===== src/rtl/cacheline_arbiter.sv =====
// cacheline_arbiter: N-channel cacheline request arbiter feeding one adaptor port.
// Define ARB_ROUND_ROBIN_EN for round-robin arbitration; otherwise lowest index wins.
module cacheline_arbiter #(
    parameter int NUM_CH = 2,
    parameter int ADDR_W = 32,
    parameter int LINE_W = 256,
    localparam int CH_W = $clog2(NUM_CH)
) (
    input  logic                     clk,
    input  logic                     rst,
    input  logic [NUM_CH-1:0]        ch_read,
    input  logic [NUM_CH-1:0]        ch_write,
    input  logic [NUM_CH*ADDR_W-1:0] ch_addr,
    input  logic [NUM_CH*LINE_W-1:0] ch_wdata,
    output logic [NUM_CH-1:0]        ch_resp,
    output logic [LINE_W-1:0]        ch_rdata,
    output logic                     mem_read,
    output logic                     mem_write,
    output logic [ADDR_W-1:0]        mem_addr,
    output logic [LINE_W-1:0]        mem_wdata,
    input  logic                     mem_resp,
    input  logic [LINE_W-1:0]        mem_rdata,
    output logic                     busy,
    output logic [CH_W-1:0]          grant_ch
);
    localparam logic [0:0] IDLE = 1'b0;
    localparam logic [0:0] BUSY = 1'b1;
    logic [0:0]        state;
    logic              op_read;
    logic [ADDR_W-1:0] addr_q;
    logic [LINE_W-1:0] wdata_q;
    logic [NUM_CH-1:0] pending;
    logic              found;
    logic [CH_W-1:0]   win;
    int                idx;
`ifdef ARB_ROUND_ROBIN_EN
    logic [CH_W-1:0]   ptr;
`endif
    assign pending = ch_read | ch_write;
    always_comb begin
        found = 1'b0;
        win = '0;
        idx = 0;
        for (int i = 0; i < NUM_CH; i++) begin
`ifdef ARB_ROUND_ROBIN_EN
            idx = (int'(ptr) + i) % NUM_CH;
`else
            idx = i;
`endif
            if (!found && pending[idx]) begin
                found = 1'b1;
                win = CH_W'(idx);
            end
        end
    end
    always_ff @(posedge clk) begin
        if (rst) begin
            state <= IDLE;
            op_read <= 1'b0;
            addr_q <= '0;
            wdata_q <= '0;
            grant_ch <= '0;
        end else if (state == IDLE) begin
            if (found) begin
                state <= BUSY;
                op_read <= ch_read[win];
                addr_q <= ch_addr[int'(win)*ADDR_W +: ADDR_W];
                wdata_q <= ch_read[win] ? '0 : ch_wdata[int'(win)*LINE_W +: LINE_W];
                grant_ch <= win;
            end
        end else if (mem_resp) begin
            state <= IDLE;
        end
    end
`ifdef ARB_ROUND_ROBIN_EN
    // Pointer advances past each winner so the search starts at the next channel.
    always_ff @(posedge clk) begin
        if (rst)
            ptr <= '0;
        else if (state == IDLE && found)
            ptr <= (int'(win) == NUM_CH - 1) ? '0 : win + 1'b1;
    end
`endif
    assign busy      = (state == BUSY);
    assign mem_read  = busy && op_read;
    assign mem_write = busy && !op_read;
    assign mem_addr  = busy ? addr_q : '0;
    assign mem_wdata = busy ? wdata_q : '0;
    assign ch_resp   = (busy && mem_resp) ? (NUM_CH'(1) << grant_ch) : '0;
    assign ch_rdata  = (busy && op_read) ? mem_rdata : '0;
endmodule


===== config.mk =====
export PLATFORM = sky130hd
export DESIGN_NAME = cacheline_arbiter
export DESIGN_NICKNAME = d
export VERILOG_FILES = /design/src/rtl/cacheline_arbiter.sv
export SDC_FILE = /design/constraint.sdc
export NUM_CORES = 1
export LEC_CHECK = 0
export CORE_AREA = 2 2 533 535
export CTS_CLUSTER_SIZE = 20
export DETAILED_ROUTE_END_ITERATION = 8
export DIE_AREA = 0 0 535 537
export HOLD_SLACK_MARGIN = 0.06
export SYNTH_ARGS = -nofsm -noshare
export SYNTH_HDL_FRONTEND = slang
export SYNTH_SLANG_ARGS = --single-unit

===== constraint.sdc =====
create_clock -name clk -period 1.6 [get_ports clk]
set_input_delay 0.24 -clock clk [delete_from_list [all_inputs] [get_ports clk]]
set_output_delay 0.24 -clock clk [all_outputs]
set_load 0.005 [all_outputs]

# == Word level (Yosys, flattened, before mapping) ==
# Cells that the tools add are included.
# classes
shift,3
bitwise,2
mux,13
reduce_logical,7
n_eq_ne,0
n_addsub,0
n_div,0
order_cmp,1
mul,0
# op_table
op,n
two-way mux 256 bit,3
variable part select 512 x 10 -> 256 bit,1
variable part select 64 x 7 -> 32 bit,1
two-way mux 32 bit,1
two-way mux 1 bit,8
logical AND 1 bit,4
logical NOT 1 bit,2
< comparator 1 x 2 -> 1 bit (second input constant),1
two-way mux 2 bit,1
OR 2 bit,1
AND reduction 2 bit,1
<< shifter 1 x 1 -> 2 bit (first input constant),1
NOT 1 bit,1
# totals
latch_bits,0
ff_bits,291
input_bits,839
romBits,0
ram_bits,0
mem_count,0

# == Depth between registers and ports, before layout ==
# logic_depth
depth_word,8
depth_mapped,7
ltp_nobuf,4

# == Worst setup path after synthesis ==
# Ideal clock, no wire load.
# synth_path
path_type,register -> register
from,"reg state, in the netlist busy"
to,reg addr_q[0]
path_slack_ns,0.169
n_path_buf,3
stages_incl_launch_ff,6
t_arrival_ns,1.289
synth_period_minus_slack_ns,1.431
setup_ns,0.142
cell_sequence,dfxtp_1 buf_2 a21oi_1 buf_4 clkbuf_1 a311oi_1
# synth_between
elab_chain_cells,2
# synth_lines
element,line_no,text
from (decl),28,logic [0:0] state;
from (signal assigned),58,state <= IDLE;
from (signal assigned),65,state <= BUSY;
from (signal assigned),72,state <= IDLE;
NOT 1 bit (no source line),--,
AND reduction 2 bit (no source line),--,
to (signal assigned),67,addr_q <= ch_addr[int'(win)*ADDR_W +: ADDR_W];
to (decl),30,logic [ADDR_W-1:0] addr_q;
# Every way passes these cells.
# A chain may end at the register's enable or synchronous reset.

# == Worst setup path after layout ==
# layout_path
from,"reg state, in the netlist busy"
to,out ch_rdata[107]
# layout_between
elab_chain_cells,2
# layout_lines
element,line_no,text
logical AND 1 bit,90,assign ch_rdata = (busy && op_read) ? mem_rdata : '0;
two-way mux 256 bit,90,
to (decl),16,"output logic [LINE_W-1:0] ch_rdata,"
# Every way passes these cells.

==> results.cfg <==
[flow_run]
drv_cap = 0

[sta]
slew_violations = 0
fmax_ghz = 0.3911
fin_ws_ns = -0.9567
period_needed_ns = 2.557
final-setup-viol-count = 840
finClkSkew_ns = 0.03970
hold_ws_ns = 0.1632
tightest_slew_ns = 0.4684
period_share_pct = 159.8
hold_violations = 0
rsz0062_at_grt = true
slew_headroom_pct = 67.88

[layout]
layout-drive-gt1-share_pct = 29.69
final_net_count = 3985
post-route-util_pct = 14.45
design_area_mm2 = 0.04065
stdcell_count = 6998
syn2layout_area_growth_pct = 136.6

[detailed_routing]
wire_per_inst_um = 35.06
detail-route-antenna-nets = 0
drc = 0
drt_iter0_markers = 1138
viasPerCell = 3.102
drt_wl_total_um = 245400
firstDrtPassIters = 5
vias = 21710

[clock_network]
clockRootBuffer = clkbuf_16
clkSinkCount = 291
cts_tree = built
clock_latency_ns = 0.66
cts.clk_slew.worst_paths_ns = 0.07
cts-htree-levels = 2
ctsHoldBuffers = 0
clock_path_buffers = 3
cts_buffers = 40

[min_path]
hold_path_class = primary input to register
hp-start = ch_addr[11]
hold_depth = 3
hold_path_end = addr_q[11]

[global_route]
grt_pass1_wl_um = 283300
antenna_found_initial = 338
grtUsageTotal_pct = 15.99
grt_pass1_vias = 21090
overflow = 0
grt_max_degree = 82

[die]
core_mm2 = 0.2813
rows = 195
die_y_um = 537
die-area_mm2 = 0.2873
start_util_pct = 6.106
dieWidth_um = 535
pin_count = 1389

[pwr]
p_sw_share_pct = 30.93
power_density_mw_per_mm2 = 619.0
p_sw_mw = 7.783
total_power_mw = 25.16
ir_drop_uv = 725.0
p_int_mw = 17.38
share_comb_of_total_power_pct = 30.4
pwr-share-clk_pct = 38.2
leakage_nw = 16.95
seq_power_share_pct = 31.3

[worst_setup_path]
cp_cell_sequence = buf_12 > buf_12 > clkbuf_16 > and3_1 > clkdlybuf4s50_1
slowest_stage = clkdlybuf4s50_1
cp_top_family = buffers and inverters
max_stage_delay_ns = 0.53
arrival_ns = 2.32
required_ns = 1.36
rr_startpoint = busy
cp_common_cell = buf_12
critPathLaunchType = register
rrSetupSlack_ns = -0.69
critPathCaptureType = primary output
cp_num_buf_inv = 4
r2r_cells = 8
r2r_end = wdata_q[90]
cp_max_fo = 40
worst-setup-path-type = register to primary output

[status]
violations = setup timing
status = complete, but fails checks

[synth]
yosysWarningCount = 0
avgSynthCellArea_um2 = 10.16
synth_nets = 2530
ys_ff_latch = 291
netlist_area_mm2 = 0.01718
synth_seq_area_share_pct = 33.91
synth.distinct_cells = 24
syn_inst = 1691

[placement]
place_inst = 6787
dp_hpwl_um = 217900
gp_congestion = 0.9057
postPlaceCellArea_mm2 = 0.03805
port_buffers = 1388
-- cells in the mapped netlist (all sizes together) --
library cell | instances | area, um2
a21oi | 2 | 10.01
a311oi | 32 | 280.3
a31oi | 1 | 6.260
and2 | 289 | 1808
and3 | 256 | 1602
buf | 89 | 624.3
clkbuf | 104 | 390.4
dfxtp | 291 | 5826
inv | 3 | 11.26
mux2i | 256 | 2562
nand2 | 65 | 244.0
nand2b | 1 | 6.260
nor2 | 39 | 148.9
nor2b | 1 | 6.260
nor3 | 3 | 15.01
o21ai | 1 | 5.000
o22ai | 1 | 6.260
o2bb2ai | 256 | 3618
or4 | 1 | 7.510
-- through the flow --
stage | setup slack [ns] | TNS, ns
floorplan | 0.1691 | 0
global placement | -0.8431 | -316.23
CTS | -1.087 | -630.06
detailed placement | -0.8617 | -323.29
finish | -0.9567 | -550.79
global route | -1.057 | -633.60
-- registers in the layout (all words and copies together), names as in the netlist --
register and cells:
wdata_q 256, addr_q 32, busy 1, grant_ch 1, op_read 1
-- tightest hold or removal path, cell delays in order --
cell and delay, ns:
clkdlybuf4s50_1 0.40, nand2_1 0.07, a311oi_1 0.08
-- cell families (layout without fill, tap and decap cells) --
family | Yosys count | in the layout | share of synthesized area (%)
AND/OR/NAND/NOR | 655 | 655 | 22.34
other | 0 | 82 | 0
buffers and inverters | 196 | 1678 | 5.973
flip-flops | 291 | 291 | 33.91
AO/OA/AOI/OAI | 293 | 293 | 22.86
multiplexers | 256 | 256 | 14.92
-- metal layers --
layer  GRT usage (%)  routed length (um)  vias up
met5          0.4770                1452        -
met4           4.603                9005      224
met3           15.11               49850      571
met2           22.95               97210     1630
met1           16.40               87860    10110
li1                -                   -     9176
-- repair_timing --
item	CTS	global route
cloned	4	18
buffers inserted	3	35
gates resized for setup	242	407
pin swaps	1	10
endpoints found under the setup margin	836	841
-- layout make-up --
cell class              count  area [um2]
clock inverters            14       182.7
diodes                     82       205.2
clock buffers              55        1147
multi-input cells        1204       10650
inverters                   3       11.26
flip-flops and latches    291        5833
fillers                 31380      240700
repair buffers           1606       17940
well taps                3743        4683
-- power groups by stage --
stage	clock [mW]	combinational (mW)	sequential, mW
3_5_place_dp	0	7.12	8.04
2_1_floorplan	0	2.07	7.90
4_1_cts	10.1	7.31	7.88
6_report	9.62	7.65	7.89
5_1_grt	10.2	8.05	7.92
3_3_place_gp	0	7.05	8.04
-- how the worst max path moves through the flow --
| stage | depth (start not counted) | end | start | slack (ns) |
|---|---|---|---|---|
| 2_1_floorplan | 5 | addr_q[0] | busy | 0.17 |
| 3_3_place_gp | 9 | wdata_q[134] | ch_write[0] | -0.84 |
| 3_5_place_dp | 9 | wdata_q[88] | ch_write[0] | -0.86 |
| 4_1_cts | 7 | ch_resp[0] | busy | -1.09 |
| 5_1_grt | 5 | mem_wdata[171] | busy | -1.06 |
| 6_report | 5 | ch_rdata[107] | busy | -0.96 |
-- placed cells by master (no fill, tap or decap), drive strengths merged --
cell / netlist / routed
a21oi: 2 / 2
a311oi: 32 / 32
a31oi: 1 / 1
and2: 289 / 289
and3: 256 / 256
buf: 89 / 463
bufbuf: 0 / 2
bufinv: 0 / 3
clkbuf: 104 / 128
clkdlybuf4s15: 0 / 38
clkdlybuf4s18: 0 / 1
clkdlybuf4s50: 0 / 998
clkinv: 0 / 6
clkinvlp: 0 / 2
dfxtp: 291 / 291
diode: 0 / 82
dlygate4sd2: 0 / 10
dlymetal6s2s: 0 / 21
inv: 3 / 6
mux2i: 256 / 256
nand2: 65 / 65
nand2b: 1 / 1
nor2: 39 / 39
nor2b: 1 / 1
nor3: 3 / 3
o21ai: 1 / 1
o22ai: 1 / 1
o2bb2ai: 256 / 256
or4: 1 / 1
Note: power is estimated with default switching activity, not from simulation.
==> RTL edit 1: new RTL, same settings <==
Change the parameter `ADDR_W` from 32 to 28.
--- a/src/rtl/cacheline_arbiter.sv
+++ b/src/rtl/cacheline_arbiter.sv
@@ -2,7 +2,7 @@
 // Define ARB_ROUND_ROBIN_EN for round-robin arbitration; otherwise lowest index wins.
 module cacheline_arbiter #(
     parameter int NUM_CH = 2,
-    parameter int ADDR_W = 32,
+    parameter int ADDR_W = 28,
     parameter int LINE_W = 256,
     localparam int CH_W = $clog2(NUM_CH)
 ) (
Ports: changed (resized ch_addr and mem_addr); port bits go from 1389 to 1377. No check against the original RTL was run, so the function may have changed too.
==> RTL edit 1 against the original RTL <==
  * The run still ends with negative setup slack left
  * Core utilization up 1.5 points
  * Final area up 10%
  * Sequential cell count down 4
  * Synthesized cell count down 1.7%
  * Area after synthesis down 1.9%
  * Power up 3.7%
  * Critical path depth up 3
  * Setup slack better by 110 ps
  * Worst hold slack worse by 26 ps
  * Wire length up 5.7%
  * Sequential power down 1%
  * Critical path type unchanged
  * Highest routed layer unchanged
==> RTL edit 1: results (changes against the original RTL) <==
* Finish-stage setup viols at 831 (-1.1%)
* Cell leakage power at 0.0187 uW (+11%)
* Vias/cell at 3.08 (-0.66%)
* Post_cts resized at 322 (+33%)
* Crit path max-delay cell type: dfxtp_4
* RR Endpoint: wdata_q[77]$_SDFFE_PP0P_
* Placed cells at 6,748 (-0.57%)
* Setup slack, reg-to-reg at -570 ps (+120 ps)
* Arrival @ worst endpoint at 2210 ps (-110 ps)
* Fill count at 31,056 (-1.0%)
* Hold Startpoint: ch_addr[15]
* Sequential power share at 0.299 (-0.014)
* DRT Pass-1 Iters at 7 (+2)
* DP Worst Slack at -790 ps (+71.9 ps)
* Sequential cell area at 0.00575 mm^2 (-1.4%)
* Nets at 4,071 (+2.2%)
* Largest net degree at the start of global routing at 49 (-40%)
* Worst vdd ir at 0.709 mV (-2.2%)
* Maximum fanout along the worst path at 8 (-80%)
* Syn nets at 2,494 (-1.4%)
* Worst reg2reg path depth at 12 (+4)
* Clock buffer count from CTS at 37 (-7.5%)
* Hold Buf Count CTS at 12 (+12)
* Violated checks: negative setup slack
* Initial drt markers at 985 (-13%)
* Clock Latency Late Sink at 680 ps (+20 ps)
* Port Buffers at 1,376 (-0.86%)
* Avg Cell Area, Syn at 10.1 um^2 (-0.20%)
* Largest regs: wdata_q x256, addr_q x28
* Ratio of cells with drive above 1 in the final layout at 0.471 (+0.174)
* Slowest stage delay, CP at 360 ps (-170 ps)
* Commonest cells post-synth: 287 x dfxtp_1, 285 x and2_1, 256 x and3_1, 256 x mux2i_1, 200 x o2bb2ai_2
* Detailed placement HPWL at 226,000 um (+3.8%)
* Setup ws final at -846 ps (+111 ps)
* Leading post-synthesis cells by cell area: dfxtp_1 34%, o2bb2ai_2 18%, mux2i_1 15%
* Initial antenna violation count at 341 (+0.89%)
* Post-Route Skew at 66.4 ps (+26.7 ps)
* First-pass GRT wire length at 291,000 um (+2.6%)
* Hold worst-path end: addr_q[15]$_SDFFE_PP0P_
* Unique masters post-synth at 26 (+8.3%)
* Vias in the first global route at 20,532 (-2.6%)
* Status: finished, violations left
* Switching Share at 0.312 (+0.00266)
* Seq/Total Area, Yosys at 0.341 (+0.00164)
* Measured slew at the worst slew-check pin at 376 ps (-92.8 ps)
-- RTL edit 1: layout make-up --
| class | count | area share |
|---|---|---|
| antenna | 87 | 0.00487 |
| clock inverter | 16 | 0.00400 |
| timing repair buffer | 1727 | 0.466 |
| clock buffer | 52 | 0.0247 |
| multi-input combinational | 1184 | 0.267 |
| sequential | 287 | 0.129 |
| tap | 3743 | 0.105 |
| inverter | 3 | 0.000252 |
-- RTL edit 1: worst max path at each step --
stage	slack (ps)	cells after the start	start	end
3_3_place_gp	-740	8	ch_read[0]	wdata_q[14]$_SDFFE_PP0P_
3_5_place_dp	-790	8	ch_read[0]	wdata_q[131]$_SDFFE_PP0P_
6_report	-850	8	busy$_SDFF_PP0_	mem_addr[26]
5_1_grt	-910	8	busy$_SDFF_PP0_	mem_addr[26]
2_1_floorplan	20	5	busy$_SDFF_PP0_	mem_read
4_1_cts	-1080	5	busy$_SDFF_PP0_	ch_rdata[179]
-- RTL edit 1: routing by layer --
layer | up-vias | track usage | wire [um]
met1 | 10156 | 0.182 | 96400
met3 | 543 | 0.151 | 51200
met2 | 1610 | 0.231 | 102000
met4 | 216 | 0.0363 | 8300
li1 | 9350 | - | -
met5 | - | 0.00888 | 1540
-- RTL edit 1: metrics by stage --
| step | hold slack [ps] | area [um^2] | total power [uW] | setup TNS (ps) |
|---|---|---|---|---|
| 2_1_floorplan | 398 | 16900 | 9800 | 0 |
| 3_3_place_gp | 438 | 38000 | 15000 | -288230 |
| 3_5_place_dp | 441 | 38000 | 15000 | -290830 |
| 4_1_cts | 60.0 | 39900 | 24900 | -531120 |
| 5_1_grt | 116 | 44600 | 27100 | -524850 |
| 6_report | 137 | 44700 | 26100 | -482090 |
==> RTL edit 2: new RTL, same settings <==
Made on the original files. Build with the macro `ARB_ROUND_ROBIN_EN` defined.
--- a/src/rtl/cacheline_arbiter.sv
+++ b/src/rtl/cacheline_arbiter.sv
@@ -1,5 +1,7 @@
 // cacheline_arbiter: N-channel cacheline request arbiter feeding one adaptor port.
 // Define ARB_ROUND_ROBIN_EN for round-robin arbitration; otherwise lowest index wins.
+`define ARB_ROUND_ROBIN_EN
+
 module cacheline_arbiter #(
     parameter int NUM_CH = 2,
     parameter int ADDR_W = 32,
Function: not settled (the Yosys comparison gave no result); the edit may change what the design does.
==> RTL edit 2 against the original RTL <==
  * The flow still finishes with violations (negative setup slack)
  * Final area increased by 8.4%
  * Power increased by 13%
  * Wire length increased by 6.3%
  * Worst hold slack improved by 130 ps
  * Clock skew increased by 13 ps
  * Setup slack about the same
  * Area after synthesis increased by 8.5%
  * Core utilization increased by 1.2 points
  * Critical path depth unchanged
  * Sequential cell count increased by 1
==> RTL edit 2: results (changes against the original RTL) <==
* Status: finished, violations left
* Violated checks: negative setup slack
* Unique masters post-synth at 27 (+13%)
* First-pass GRT wire length at 310,000 um (+9.3%)
* Initial antenna violation count at 212 (-37%)
* Fraction of registers with async set/reset at 0 (unchanged)
* Fill count at 31,879 (+1.6%)
* Placed cells at 7,604 (+12%)
* Clk pin slew, worst setup/hold paths at 80 ps
* Setup slack, reg-to-reg at -630 ps (+60 ps)
* RR Endpoint: wdata_q[85]$_SDFFE_PP0P_
* Commonest cells post-synth: 513 x and3_1, 292 x dfxtp_1, 289 x and2_1
* DP Worst Slack at -1090 ps (-230 ps)
* Gr ovfl total at 0 (unchanged)
* Max Root-Sink Buffers at 3 (unchanged)
* Vias/cell at 3.44 (+11%)
* Arrival @ worst endpoint at 2320 ps (about the same)
* DR vias at 26,875 (+24%)
* Final GP Congestion at 0.927 (+2.3%)
* Nets at 4,824 (+21%)
* Worst vdd ir at 0.831 mV (+15%)
* Origin of the worst setup path: op_read$_SDFFE_PP0P_
* Finish-stage setup viols at 840 (unchanged)
* WHS at 289 ps (+126 ps)
* Drt total wl at 261,000 um (+6.3%)
* Initial drt markers at 1,860 (+63%)
* Warnings from Yosys at 0 (unchanged)
* HP Class: input port to flip-flop
* Vias in the first global route at 25,870 (+23%)
* Cell leakage power at 0.0179 uW (+5.5%)
* GRT Overall Usage at 0.170 (+0.0105)
* Critical R2R Launch: busy$_SDFF_PP0_
* Ratio of cells with drive above 1 in the final layout at 0.238 (-0.0585)
* Avg Cell Area, Syn at 7.33 um^2 (-28%)
* Crit path capture: ch_rdata[115]
* Clock Latency Late Sink at 670 ps
* Worst slew margin at 0.574 (-0.105)
* Hold Startpoint: ch_addr[56]
* Setup ws final at -957 ps (-0.0960 ps)
* Detailed placement HPWL at 223,000 um (+2.3%)
* Clock buffer count from CTS at 42 (+5.0%)
* Largest net degree at the start of global routing at 91 (+11%)
* Hold worst-path end: addr_q[24]$_SDFFE_PP0P_
* Seq/Total Area, Yosys at 0.314 (-0.0256)
* Maximum fanout along the worst path at 28 (-30%)
* Post-Route Skew at 52.5 ps (+12.8 ps)
* DRT Pass-1 Iters at 5 (unchanged)
* Top FF cell, synth: dfxtp_1
* Worst reg2reg path depth at 9 (+1)
* Syn nets at 3,381 (+34%)
* Largest regs: wdata_q x256, addr_q x32
* Leading post-synthesis cells by cell area: dfxtp_1 31%, and3_1 17%, a21boi_0 10%
-- RTL edit 2: timing repair --
item / 4_1_cts / 5_1_grt
gates resized for setup: 299 / 545
endpoints found under the setup margin: 838 / 840
cloned: 5 / 25
hold buffers: 1 / 0
buffers inserted: 10 / 43
pin swaps: 3 / 26
endpoints found under the hold margin: 9 / 0
-- RTL edit 2: kinds of logic after synthesis --
group,Yosys count,share of synthesized area
compound gates,844,0.291
buf+inv,328,0.0690
flops,292,0.314
simple gates,1078,0.326
-- RTL edit 2: area by class of cell --
| type | instances | area share |
|---|---|---|
| diodes | 51 | 0.00290 |
| multi-input cells | 1922 | 0.272 |
| clock buffers | 58 | 0.0277 |
| flip-flops and latches | 292 | 0.133 |
| repair buffers | 1727 | 0.451 |
| clock inverters | 19 | 0.00656 |
| well taps | 3743 | 0.106 |
-- RTL edit 2: stage by stage --
stage          instance area [um^2]  TNS [ps]   util
5_1_grt                       44000   -591860  0.157
3_5_place_dp                  40800   -321220  0.145
2_1_floorplan                 18700     -5450      -
3_3_place_gp                  40800   -316780  0.145
4_1_cts                       42800   -570210  0.152
6_report                      44100   -525310  0.157
-- RTL edit 2: critical path: stages (launching register included) --
cell and delay (ps):
dfxtp_4 370, buf_16 180, buf_12 170, buf_12 160, and3_4 240, clkdlybuf4s50_1 520
-- RTL edit 2: metal layers --
layer	share of wire	GRT usage	vias up	routed length, um
li1	-	-	12009	-
met1	0.32	0.159	12628	84400
met2	0.49	0.302	1593	127000
met3	0.14	0.0992	561	35300
met4	0.053	0.0711	84	14000
met5	0.0021	0	-	540
-- RTL edit 2: report_power, final --
part | switching, uW | leakage, uW | internal (uW)
combinational | 4440 | 0.0148 | 5280
clock | 4400 | 0.000740 | 6220
sequential | 325 | 0.00238 | 7700
